==> config.mk <==
export PLATFORM = sky130hd
export DESIGN_NAME = usr_sequencer_flat
export DESIGN_NICKNAME = d
export VERILOG_FILES = /design/src/rtl/usr_pkg.sv /design/src/rtl/usr_sequencer_if.sv /design/src/rtl/usr_serial_feeder.sv /design/src/rtl/usr_sequencer.sv /design/src/flat_wrapper.sv
export SDC_FILE = /design/constraint.sdc
export NUM_CORES = 1
export LEC_CHECK = 0
export CELL_PAD_IN_SITES_DETAIL_PLACEMENT = 1
export CELL_PAD_IN_SITES_GLOBAL_PLACEMENT = 1
export CORE_MARGIN = 5
export CORE_UTILIZATION = 30
export DETAILED_ROUTE_END_ITERATION = 8
export GPL_ROUTABILITY_DRIVEN = 0
export PLACE_DENSITY_LB_ADDON = 0.15
export SETUP_SLACK_MARGIN = 0.5
export SLEW_MARGIN = 20
export SYNTH_ARGS = -nofsm -noshare
export SYNTH_HDL_FRONTEND = slang
export SYNTH_SLANG_ARGS = --single-unit
==> constraint.sdc <==
create_clock -name clk -period 4.25 [get_ports clk]
set_clock_uncertainty 0.05 [all_clocks]
set_input_delay 0.85 -clock clk [delete_from_list [all_inputs] [get_ports clk]]
set_output_delay 0.85 -clock clk [all_outputs]
set_load 0.02 [all_outputs]
==> src/rtl/usr_pkg.sv <==
// Shared encodings for the 4-bit universal shift register, its sequencer and benches.
package usr_pkg;

  localparam logic [1:0] SEL_HOLD = 2'b00;
  localparam logic [1:0] SEL_SHR  = 2'b01;
  localparam logic [1:0] SEL_SHL  = 2'b10;
  localparam logic [1:0] SEL_LOAD = 2'b11;

  typedef enum logic [1:0] {
    ST_IDLE,
    ST_LOAD,
    ST_RUN,
    ST_DONE
  } state_t;

endpackage

==> src/rtl/usr_sequencer_if.sv <==
// Command channel into the sequencer: valid/ready handshake plus abort.
interface usr_sequencer_if #(
  parameter int unsigned SER_W = 16,
  parameter int unsigned CNT_W = 5
);
  logic             cmd_valid;
  logic             cmd_ready;
  logic [1:0]       cmd_op;
  logic [CNT_W-1:0] cmd_count;
  logic [SER_W-1:0] cmd_data;
  logic             abort;

  modport master (
    output cmd_valid, cmd_op, cmd_count, cmd_data, abort,
    input  cmd_ready
  );

  modport slave (
    input  cmd_valid, cmd_op, cmd_count, cmd_data, abort,
    output cmd_ready
  );
endinterface

==> src/rtl/usr_serial_feeder.sv <==
// Serial bit store for shift commands: loaded at accept, advanced once per RUN cycle.
module usr_serial_feeder #(
  parameter int unsigned SER_W = 16
) (
  input  logic             clk,
  input  logic             clr,
  input  logic             load,
  input  logic             shift,
  input  logic [SER_W-1:0] data,
  output logic             next_bit
);

  logic [SER_W-1:0] sr;

  // Rotating rather than zero-filling keeps every bit live; at most SER_W bits are ever consumed.
  always_ff @(posedge clk or posedge clr) begin
    if (clr) begin
      sr <= '0;
    end else if (load) begin
      sr <= data;
    end else if (shift) begin
      sr <= {sr[0], sr[SER_W-1:1]};
    end
  end

  assign next_bit = sr[1];

endmodule

==> src/rtl/usr_sequencer.sv <==
// Command sequencer producing registered per-cycle controls for the universal shift register.
module usr_sequencer
  import usr_pkg::*;
#(
  parameter int unsigned WIDTH = 4,
  parameter int unsigned SER_W = 16,
  parameter int unsigned CNT_W = 5
) (
  input  logic             clk,
  input  logic             clr,
  usr_sequencer_if.slave   cmd,
  output logic [1:0]       sel,
  output logic             left_in,
  output logic             right_in,
  output logic [WIDTH-1:0] parallel_in,
  output logic             busy,
  output logic             done,
  output logic             aborted
);

  state_t           state;
  logic [1:0]       op_q;
  logic [CNT_W-1:0] rem;
  logic [CNT_W-1:0] cnt_sat;
  logic             accept;
  logic             feed_next;

  always_comb begin
    cnt_sat = (cmd.cmd_count > CNT_W'(SER_W)) ? CNT_W'(SER_W) : cmd.cmd_count;
  end

  assign accept = (state == ST_IDLE) && cmd.cmd_valid;

  usr_serial_feeder #(.SER_W(SER_W)) u_feeder (
    .clk      (clk),
    .clr      (clr),
    .load     (accept),
    .shift    (state == ST_RUN),
    .data     (cmd.cmd_data),
    .next_bit (feed_next)
  );

  // Drive cycle 0 comes straight from cmd_data; later cycles take the feeder's upcoming bit.
  always_ff @(posedge clk or posedge clr) begin
    if (clr) begin
      state         <= ST_IDLE;
      op_q          <= SEL_HOLD;
      rem           <= '0;
      sel           <= SEL_HOLD;
      left_in       <= 1'b0;
      right_in      <= 1'b0;
      parallel_in   <= '0;
      busy          <= 1'b0;
      done          <= 1'b0;
      aborted       <= 1'b0;
      cmd.cmd_ready <= 1'b1;
    end else begin
      case (state)
        ST_IDLE: begin
          if (cmd.cmd_valid) begin
            cmd.cmd_ready <= 1'b0;
            op_q          <= cmd.cmd_op;
            if (cmd.cmd_op == SEL_LOAD) begin
              state       <= ST_LOAD;
              sel         <= SEL_LOAD;
              parallel_in <= cmd.cmd_data[WIDTH-1:0];
              busy        <= 1'b1;
            end else if (cnt_sat == '0) begin
              state <= ST_DONE;
              done  <= 1'b1;
            end else begin
              state    <= ST_RUN;
              rem      <= cnt_sat;
              sel      <= cmd.cmd_op;
              right_in <= (cmd.cmd_op == SEL_SHR) && cmd.cmd_data[0];
              left_in  <= (cmd.cmd_op == SEL_SHL) && cmd.cmd_data[0];
              busy     <= 1'b1;
            end
          end
        end
        ST_LOAD: begin
          state   <= ST_DONE;
          sel     <= SEL_HOLD;
          busy    <= 1'b0;
          done    <= 1'b1;
          aborted <= cmd.abort;
        end
        ST_RUN: begin
          if ((rem == CNT_W'(1)) || cmd.abort) begin
            state    <= ST_DONE;
            rem      <= '0;
            sel      <= SEL_HOLD;
            left_in  <= 1'b0;
            right_in <= 1'b0;
            busy     <= 1'b0;
            done     <= 1'b1;
            aborted  <= cmd.abort;
          end else begin
            rem      <= rem - CNT_W'(1);
            right_in <= (op_q == SEL_SHR) && feed_next;
            left_in  <= (op_q == SEL_SHL) && feed_next;
          end
        end
        ST_DONE: begin
          state         <= ST_IDLE;
          done          <= 1'b0;
          aborted       <= 1'b0;
          cmd.cmd_ready <= 1'b1;
        end
        default: state <= ST_IDLE;
      endcase
    end
  end

endmodule
==> src/flat_wrapper.sv <==
// flat-port wrapper written by rule: the top's interface ports become plain ports
module usr_sequencer_flat import usr_pkg::*;
#(
  parameter int unsigned WIDTH = 4,
  parameter int unsigned SER_W = 16,
  parameter int unsigned CNT_W = 5
)
  (clk, clr, sel, left_in, right_in, parallel_in, busy, done, aborted, cmd_cmd_valid, cmd_cmd_op, cmd_cmd_count, cmd_cmd_data, cmd_abort, cmd_cmd_ready);
  usr_sequencer_if #(.SER_W(SER_W), .CNT_W(CNT_W)) cmd_i ();
  input  logic clk;
  input  logic clr;
  output logic [1:0] sel;
  output logic left_in;
  output logic right_in;
  output logic [WIDTH-1:0] parallel_in;
  output logic busy;
  output logic done;
  output logic aborted;
  input wire logic [$bits(cmd_i.cmd_valid)-1:0] cmd_cmd_valid;
  input wire logic [$bits(cmd_i.cmd_op)-1:0] cmd_cmd_op;
  input wire logic [$bits(cmd_i.cmd_count)-1:0] cmd_cmd_count;
  input wire logic [$bits(cmd_i.cmd_data)-1:0] cmd_cmd_data;
  input wire logic [$bits(cmd_i.abort)-1:0] cmd_abort;
  output wire logic [$bits(cmd_i.cmd_ready)-1:0] cmd_cmd_ready;
  assign cmd_i.cmd_valid = cmd_cmd_valid;
  assign cmd_i.cmd_op = cmd_cmd_op;
  assign cmd_i.cmd_count = cmd_cmd_count;
  assign cmd_i.cmd_data = cmd_cmd_data;
  assign cmd_i.abort = cmd_abort;
  assign cmd_cmd_ready = cmd_i.cmd_ready;
  usr_sequencer #(.WIDTH(WIDTH), .SER_W(SER_W), .CNT_W(CNT_W)) u_core (.clk(clk), .clr(clr), .cmd(cmd_i), .sel(sel), .left_in(left_in), .right_in(right_in), .parallel_in(parallel_in), .busy(busy), .done(done), .aborted(aborted));
endmodule
# Word-level counts from Yosys, hierarchy flattened
# Index checks and enable logic that the tools add are counted.
dict set report classes {
  order_cmp 1
  n_eq_ne 15
  n_addsub 1
  n_div 0
  multipliers 0
  shifts 0
  mux 42
  reduce_logical 21
  n_bitwise 0
}
# cell count
set op_table {}
lappend op_table {{16-bit two-way mux} 2}
lappend op_table {{5-bit two-way mux} 5}
lappend op_table {{1-bit two-way mux} 19}
lappend op_table {{2-bit two-way mux} 7}
lappend op_table {{4-bit AND reduction} 3}
lappend op_table {{2-bit == test, second input constant} 5}
lappend op_table {{5-bit case mux with 2 select lines} 1}
lappend op_table {{2-bit != test, second input constant} 4}
lappend op_table {{2-bit case mux with 4 select lines} 1}
lappend op_table {{2-bit AND reduction} 4}
lappend op_table {{2-bit by 1-bit == test with 1-bit output, second input constant} 3}
lappend op_table {{1-bit case mux with 2 select lines} 3}
lappend op_table {{1-bit case mux with 3 select lines} 2}
lappend op_table {{2-bit case mux with 3 select lines} 1}
lappend op_table {{2-bit nonzero test} 3}
lappend op_table {{3-bit nonzero test} 2}
lappend op_table {{5-bit by 1-bit == test with 1-bit output, second input constant} 1}
lappend op_table {{5-bit > comparator, second input constant} 1}
lappend op_table {{1-bit logical AND} 5}
lappend op_table {{5-bit zero test} 1}
lappend op_table {{5-bit by 1-bit subtractor with 5-bit output, second input constant} 1}
lappend op_table {{1-bit case mux with 4 select lines} 1}
lappend op_table {{3-bit != test, second input constant} 1}
lappend op_table {{3-bit AND reduction} 1}
lappend op_table {{3 further kinds} 3}
dict set report word_totals {
  rom_bits 0
  memories 0
  ramBits 0
  inputBits 27
  output_inout_bits 12
  regBits 37
  latch_bits 0
}

# Logic depth before layout (Yosys ltp)
# Gate-level depths: netlist of run 1.
dict set report logic_depth {
  depth_word 7
  ltp_mapped 8
  mapped_depth_nobuf 6
}

# Hierarchy
# A second synthesis of run 1 with hierarchy kept.
dict set report hier_totals {
  cells_unflattened 177
  hier_area_um2 1921.8
}
# module area_per_inst_um2 instances cells_per_inst seq_area_each_um2
set modules_own_cells {}
lappend modules_own_cells {usr_sequencer 1173.6 1 107 526.8}
lappend modules_own_cells {usr_serial_feeder 748.2 1 70 400.4}

# Worst setup path after synthesis of run 1
# No wires, ideal clock.
dict set report synth_path {
  path_kind {input to register}
  start {input port cmd_cmd_count[3]}
  end {register u_core.left_in}
  arrival_time_ns 1.897
  setup_slack_ns 2.178
  path_stages 5
  required_ns 4.075
  cell_sequence {nor3_1 a211o_4 and2_4 buf_6 mux2_4}
}
dict set report synth_via {
  elab_chain_len 5
}
# element line
set synth_rtl {}
lappend synth_rtl {{from (decl)} flat_wrapper.sv:21} ;# input wire logic [$bits(cmd_i.cmd_count)-1:0] cmd_cmd_count;
lappend synth_rtl {{5-bit > comparator} usr_sequencer.sv:29} ;# cnt_sat = (cmd.cmd_count > CNT_W'(SER_W)) ? CNT_W'(SER_W) : cmd.cmd_count;
lappend synth_rtl {{5-bit two-way mux *} usr_sequencer.sv:29}
lappend synth_rtl {{5-bit zero test *} usr_sequencer.sv:68} ;# end else if (cnt_sat == '0) begin
lappend synth_rtl {{2-bit != test (no line) *} --}
lappend synth_rtl {{4-bit AND reduction (no line) *} --}
lappend synth_rtl {{to (signal assigned)} usr_sequencer.sv:76} ;# left_in <= (cmd.cmd_op == SEL_SHL) && cmd.cmd_data[0];
lappend synth_rtl {{to (signal assigned)} usr_sequencer.sv:101} ;# left_in <= (op_q == SEL_SHL) && feed_next;
lappend synth_rtl {{to (decl)} usr_sequencer.sv:13} ;# output logic left_in,
# Mark *: on every way between the ends. The rest lies on a longest branch, timed or not.
# A chain may end at the register's enable or synchronous reset.

# Worst setup path in the final report of run 1
dict set report layout_path {
  start {input port cmd_cmd_count[4]}
  end {register u_core.right_in}
}
dict set report layout_via {
  elab_chain_len 5
}
# element line
set layout_rtl {}
lappend layout_rtl {{5-bit > comparator} usr_sequencer.sv:29}
lappend layout_rtl {{5-bit two-way mux *} usr_sequencer.sv:29}
lappend layout_rtl {{5-bit zero test *} usr_sequencer.sv:68}
lappend layout_rtl {{2-bit != test (no line) *} --}
lappend layout_rtl {{4-bit AND reduction (no line) *} --}
lappend layout_rtl {{to (signal assigned)} usr_sequencer.sv:75} ;# right_in <= (cmd.cmd_op == SEL_SHR) && cmd.cmd_data[0];
lappend layout_rtl {{to (signal assigned)} usr_sequencer.sv:100} ;# right_in <= (op_q == SEL_SHR) && feed_next;
lappend layout_rtl {{to (decl)} usr_sequencer.sv:14} ;# output logic right_in,
# Marked as above.

==> metrics.csv, run 1 <==
metric,value,unit
gr usage total,11.4,%
slew margin rel.,51.6,%
Avg Inst Size Synth,10.5,µm²
worst slew pin tran,0.722,ns
"Hold-fix buffers, CTS",0,
GRT overflow,0,
top-area cell type share of the netlist area,46.5,%
die area,0.00816,mm²
"Top FF cell, synth",dfrtp_1,
share of cells above drive strength 1,11.3,%
fin crit period,2.43,ns
Power Density,696,mW/mm²
Crit path buffers/inverters,1,
htree depth,2,
max-cap check violation count,0,
Ports,39,
Detail Placement HPWL,3250,µm
Simple-Gate Fraction of Synth Area,13.9,%
die extent in x,90.4,µm
DRC Markers,0,
maximum vdd drop,206,µV
Finish-stage setup viols,0,
Critical Path Max Stage Delay,0.47,ns
max-slew violations,0,
total CTS buffers,5,
"Seq/Total Area, Yosys",47.9,%
Final Hold Fails,0,
antenna cells,0,
vias in the first global route,1528,
CP Class,primary input to flip-flop,
post-route ant nets,0,
CTS tree,built,
Pre-antenna DRT Iters,4,
crit-path cells,clkdlybuf4s50_1 > nor3_1 > a211o_4 > and2_4 > mux2_4,
Syn Inst Count,184,
deepest clock path buffer count,2,
final core occ,39.1,%
Hold Crit Class,flip-flop to flip-flop,
Compound-Gate Fraction of Synth Area,16.0,%
Syn Nets,216,
"Reg clk slew, reported paths",0.08,ns
Setup crit start kind,primary input,
first-pass GRT wire length,7690,µm
Synth Area in XOR/XNOR,0,%
Core ar.,0.00631,mm²
Synth area leader,dfrtp_1,
Critical Path AT,2.55,ns
die height,90.4,µm
Max Clk Rate,412,MHz
Post-Syn Area,0.00194,mm²
Via Count,1457,
Cell Rows,29,
Crit-path slowest cell,clkdlybuf4s50_1,
Wirelength per Cell,15.3,µm
initial antenna violation count,0,
RSZ-0062 raised after global routing,false,
Crit path max-delay family,simple AND/OR/NAND/NOR gates,
CP Capture Type,flip-flop,
fillers,724,
Synth Area in Adders,3.23,%
# placed instances,292,
Seq. cell area,927,µm²
setup tns final,0,ns
Worst EP required,4.37,ns
pin count of the biggest net entering global routing,38,
I/O Buffers,38,
area delta synth->final,27.6,%
Total Power,1720,µW
mux cell area share after synthesis,14.0,%
largest family of logic cells by synthesized area,compound AO/OA/AOI/OAI gates,
routed vias/inst,4.87,
nets,254,
CTS root buffer,clkbuf_8,
Clock Latency Late Sink,0.28,ns
Synth cell types,39,
leak pwr,0.00105,µW
area occupied by multi-input gates,917,µm²
synthesis-stage register bit count,37,
initial drt markers,60,
Tcrit/Tclk final,57.2,%
Area contributors post-synth,"dfrtp_1 47%, mux2i_1 9.3%, o21ai_0 5.2%",
crit path max fanout,7,
asr flop ratio synth,100,%
Total Wirelength,4570,µm
Finished Layout Cells,299,
status,"complete, no violations",
Initial Util,30.7,%
clock sink count,37,
PostCTS Resize Cnt,0,
Ys Warns,0,
Post-synth EDFFs,0,
post-CTS setup buffer count,0,
-- kinds of logic after synthesis --
group           after synthesis
compound gates               45
buf+inv                      20
mux                          25
fa+ha+maj                     5
flops                        37
simple gates                 52
-- cell type report --
type	instances	area share, %
clock buffer	6	3.34
clock inverter	1	0.304
inverter	10	1.52
multi-input combinational	127	37.1
sequential	37	37.5
tap	77	3.90
timing repair buffer	41	16.3
-- state kept, by name (all words and copies together) (netlist names), 2 cells and up --
name	cells
u_core.op_q	2
u_core.state	2
u_core.parallel_in	4
u_core.u_feeder.sr	16
u_core.rem	5
u_core.sel	2
-- cell usage after synthesis, types with 4 or more instances --
| library cell | number |
|---|---|
| nor3_1 | 4 |
| clkbuf_1 | 4 |
| dfrtp_1 | 36 |
| nand2_1 | 26 |
| ha_1 | 5 |
| a21oi_1 | 4 |
| nor2b_1 | 4 |
| o2bb2ai_1 | 6 |
| mux2i_1 | 18 |
| inv_1 | 9 |
| mux2_2 | 4 |
| o21ai_0 | 20 |
-- worst min-delay path, delay by kind of cell (launching register included) --
family | cells | cell delay (ns)
compound gates | 1 | 0.05
flops | 1 | 0.38
simple gates | 1 | 0.08
-- placed cells by master (no fill, tap or decap), drive strengths merged, types with 2 or more instances in the layout --
| cell type | count |
|---|---|
| mux2i | 18 |
| clkbuf | 6 |
| inv | 10 |
| and2 | 4 |
| nand4b | 2 |
| a2bb2oi | 2 |
| nor2b | 4 |
| a211o | 2 |
| a32oi | 2 |
| clkdlybuf4s50 | 38 |
| nor2 | 3 |
| buf | 3 |
| nor3 | 4 |
| nor4b | 3 |
| nand2 | 27 |
| nand2b | 2 |
| mux2 | 7 |
| o21ai | 22 |
| a221o | 2 |
| o2bb2ai | 6 |
| dfrtp | 36 |
| ha | 5 |
| a21oi | 4 |
-- power breakdown --
part	switching, µW	total (µW)	internal [µW]
combinational	431	833	403
clock	128	256	128
sequential	105	629	524
total	664	1720	1060
-- per-stage QoR --
| step | hold slack, ns | instance area, µm² | setup slack [ns] |
|---|---|---|---|
| after global placement | 0.433 | 2380 | 1.43 |
| after global routing | 0.479 | 2470 | 1.71 |
| after CTS | 0.455 | 2470 | 1.68 |
| after detailed placement | 0.435 | 2380 | 1.35 |
| after floorplan | 0.406 | 1940 | 2.18 |
| final | 0.452 | 2470 | 1.82 |
-- layer usage --
| metal | part of all wire (%) | GRT usage [%] |
|---|---|---|
| met5 | 0 | 0 |
| met4 | 0.85 | 2.23 |
| met3 | 4.7 | 3.08 |
| met2 | 46 | 18.5 |
| met1 | 48 | 15.2 |
-- final timing paths --
path	startpoint	to	slack (ns)	depth (start not counted)
min reg2reg	u_core.cmd.cmd_ready	u_core.cmd.cmd_ready	0.45	2
min	u_core.cmd.cmd_ready	u_core.cmd.cmd_ready	0.45	2
max reg2reg	u_core.state[0]	u_core.parallel_in[0]	2.12	6
min in group asynchronous	clr	u_core.u_feeder.sr[8]	0.93	3
max in group asynchronous	clr	u_core.cmd.cmd_ready	2.87	3
max	cmd_cmd_count[4]	u_core.right_in	1.82	5
Power figures use the tool's default switching activity.
==> run 2, diff against run 1 <==
- clock period: 4.25 -> 2.27 ns (I/O delays scaled with it)
==> run 2 against run 1 <==
Against the previous run: critical path depth rose by 2; power is 110% higher; routed wire length increased by 16%; clock power up 75%; die area unchanged; sequential cell count is the same; utilization increased by 4.5 points; critical path type is now flip-flop to flip-flop.
==> metrics.csv, run 2 (synthesis results as in run 1) <==
metric,value,unit
# placed instances,296,
Pre-antenna DRT Iters,4,
CP Capture Type,flip-flop,
worst slew pin tran,0.501,ns
Clock Latency Late Sink,0.29,ns
fin crit period,1.82,ns
status,"complete, no violations",
die height,90.4,µm
leak pwr,0.00126,µW
Ports,39,
Reg-to-Reg Start,u_core.rem[1],
Power Density,1310,mW/mm²
total CTS buffers,5,
Worst EP required,2.39,ns
Max Clk Rate,551,MHz
DRC Markers,0,
htree depth,2,
initial drt markers,60,
first-pass GRT wire length,8800,µm
Finished Cell Area,0.00275,mm²
Via Count,1612,
Wirelength per Cell,16.6,µm
routed vias/inst,5.04,
Setup crit start kind,flip-flop,
gr usage total,13.2,%
Critical Path AT,1.94,ns
"Reg clk slew, reported paths",0.07,ns
Hold EP,u_core.parallel_in[2],
Core ar.,0.00631,mm²
Biggest register,u_core.u_feeder.sr,
Crit path max-delay family,compound AO/OA/AOI/OAI gates,
slew margin rel.,66.6,%
maximum vdd drop,470,µV
"commonest non-fill, non-tap cell in the layout",dfrtp_1,
Finished Layout Cells,320,
reg-to-reg setup timing slack,0.45,ns
crit-path cells,inv_2 > ha_4 > nor4b_4 > nor3_2 > buf_4 > a21o_1 > a221o_1,
area delta synth->final,42.1,%
Crit path buffers/inverters,2,
most frequent cells in the layout,"35 x dfrtp_1, 25 x nand2_1, 21 x clkdlybuf4s50_1, 21 x buf_4, 20 x o21ai_0",
Initial Util,30.7,%
CTS root buffer,clkbuf_8,
crit path max fanout,5,
reg2reg path depth,7,
Worst Hold Depth,1,
Tcrit/Tclk final,80.0,%
Critical Path Max Stage Delay,0.39,ns
I/O Buffers,38,
Detail Placement HPWL,3670,µm
die extent in x,90.4,µm
Total Wirelength,5310,µm
Largest register FFs,16,
post-route ant nets,0,
DP Area,0.00241,mm²
max-slew violations,0,
Finish-stage setup viols,0,
Cell Rows,29,
clock sink count,37,
initial antenna violation count,0,
biggest regs,"u_core.u_feeder.sr: 16 flops, u_core.rem: 5 flops, u_core.parallel_in: 4 flops",
"Hold-fix buffers, CTS",0,
GRT overflow,0,
setup tns final,0,ns
antenna cells,0,
RSZ-0062 raised after global routing,true,
die area,0.00816,mm²
deepest clock path buffer count,2,
Crit-path slowest cell,dfrtp_1,
max-cap check violation count,0,
Hold Crit Start,u_core.parallel_in[2],
pin count of the biggest net entering global routing,38,
CP Class,flip-flop to flip-flop,
vias in the first global route,1838,
share of cells above drive strength 1,24.3,%
Final Hold Fails,0,
reg2reg end,u_core.sel[1],
nets,274,
Hold Crit Class,flip-flop to flip-flop,
CTS tree,built,
final core occ,43.6,%
run 2: changes by cell type in the layout (fill, tap and decap cells not counted), moves of 2 or more:
cell,before,now
dlymetal6s2s_1,0,6
a21oi_4,0,2
clkdlybuf4s50_1,38,21
ha_4,0,3
nor4b_1,3,1
buf_4,3,21
inv_2,1,4
dlygate4sd2_1,0,11
ha_1,5,2
a21oi_1,4,2
inv_1,9,6
clkbuf_1,0,3
run 2: worst max path at each step:
stage | startpoint | end | slack, ns | depth (start not counted)
after floorplan | u_core.state[0] | u_core.left_in | 0.48 | 8
after CTS | u_core.rem[1] | u_core.sel[1] | 0.44 | 7
after detailed placement | cmd_cmd_count[4] | u_core.sel[1] | 0.06 | 6
after global routing | u_core.rem[1] | u_core.sel[1] | 0.36 | 7
final | u_core.rem[1] | u_core.sel[1] | 0.45 | 7
after global placement | cmd_cmd_op[0] | u_core.left_in | 0.11 | 5
run 2: final cells by class:
cell class | count | area, µm²
flip-flops and latches | 37 | 928
multi-input cells | 127 | 1040
repair buffers | 61 | 571
inverters | 10 | 37.5
fillers | 721 | 3560
well taps | 77 | 96.3
clock buffers | 8 | 80.1
run 2: per-stage QoR:
step	hold slack, ns	worst slack, ns	power (µW)
global placement	0.428	0.110	2740
finish	0.450	0.454	3620
floorplan	0.406	0.482	2310
detailed placement	0.444	0.0647	2840
global route	0.483	0.362	3900
CTS	0.460	0.436	3410
run 2: where the power goes:
| part | total (µW) | switching [µW] | internal, µW |
|---|---|---|---|
| Combinational | 1960 | 965 | 995 |
| Clock | 447 | 229 | 218 |
| Sequential | 1210 | 227 | 983 |
| Total | 3620 | 1420 | 2200 |
run 2: timing repair:
item	in CTS	in global routing
gates cloned	0	0
pin swaps	4	5
gates resized for setup	23	22
endpoints found under the setup margin	19	19
buffers inserted	4	12
run 2: per-layer routing:
layer  wire length, µm  share of wire, %  track usage [%]
met2              2710                51             23.2
met4               102               1.9             5.09
met1              2280                43             15.0
met3               214               4.0             3.92
met5                 0                 0                0
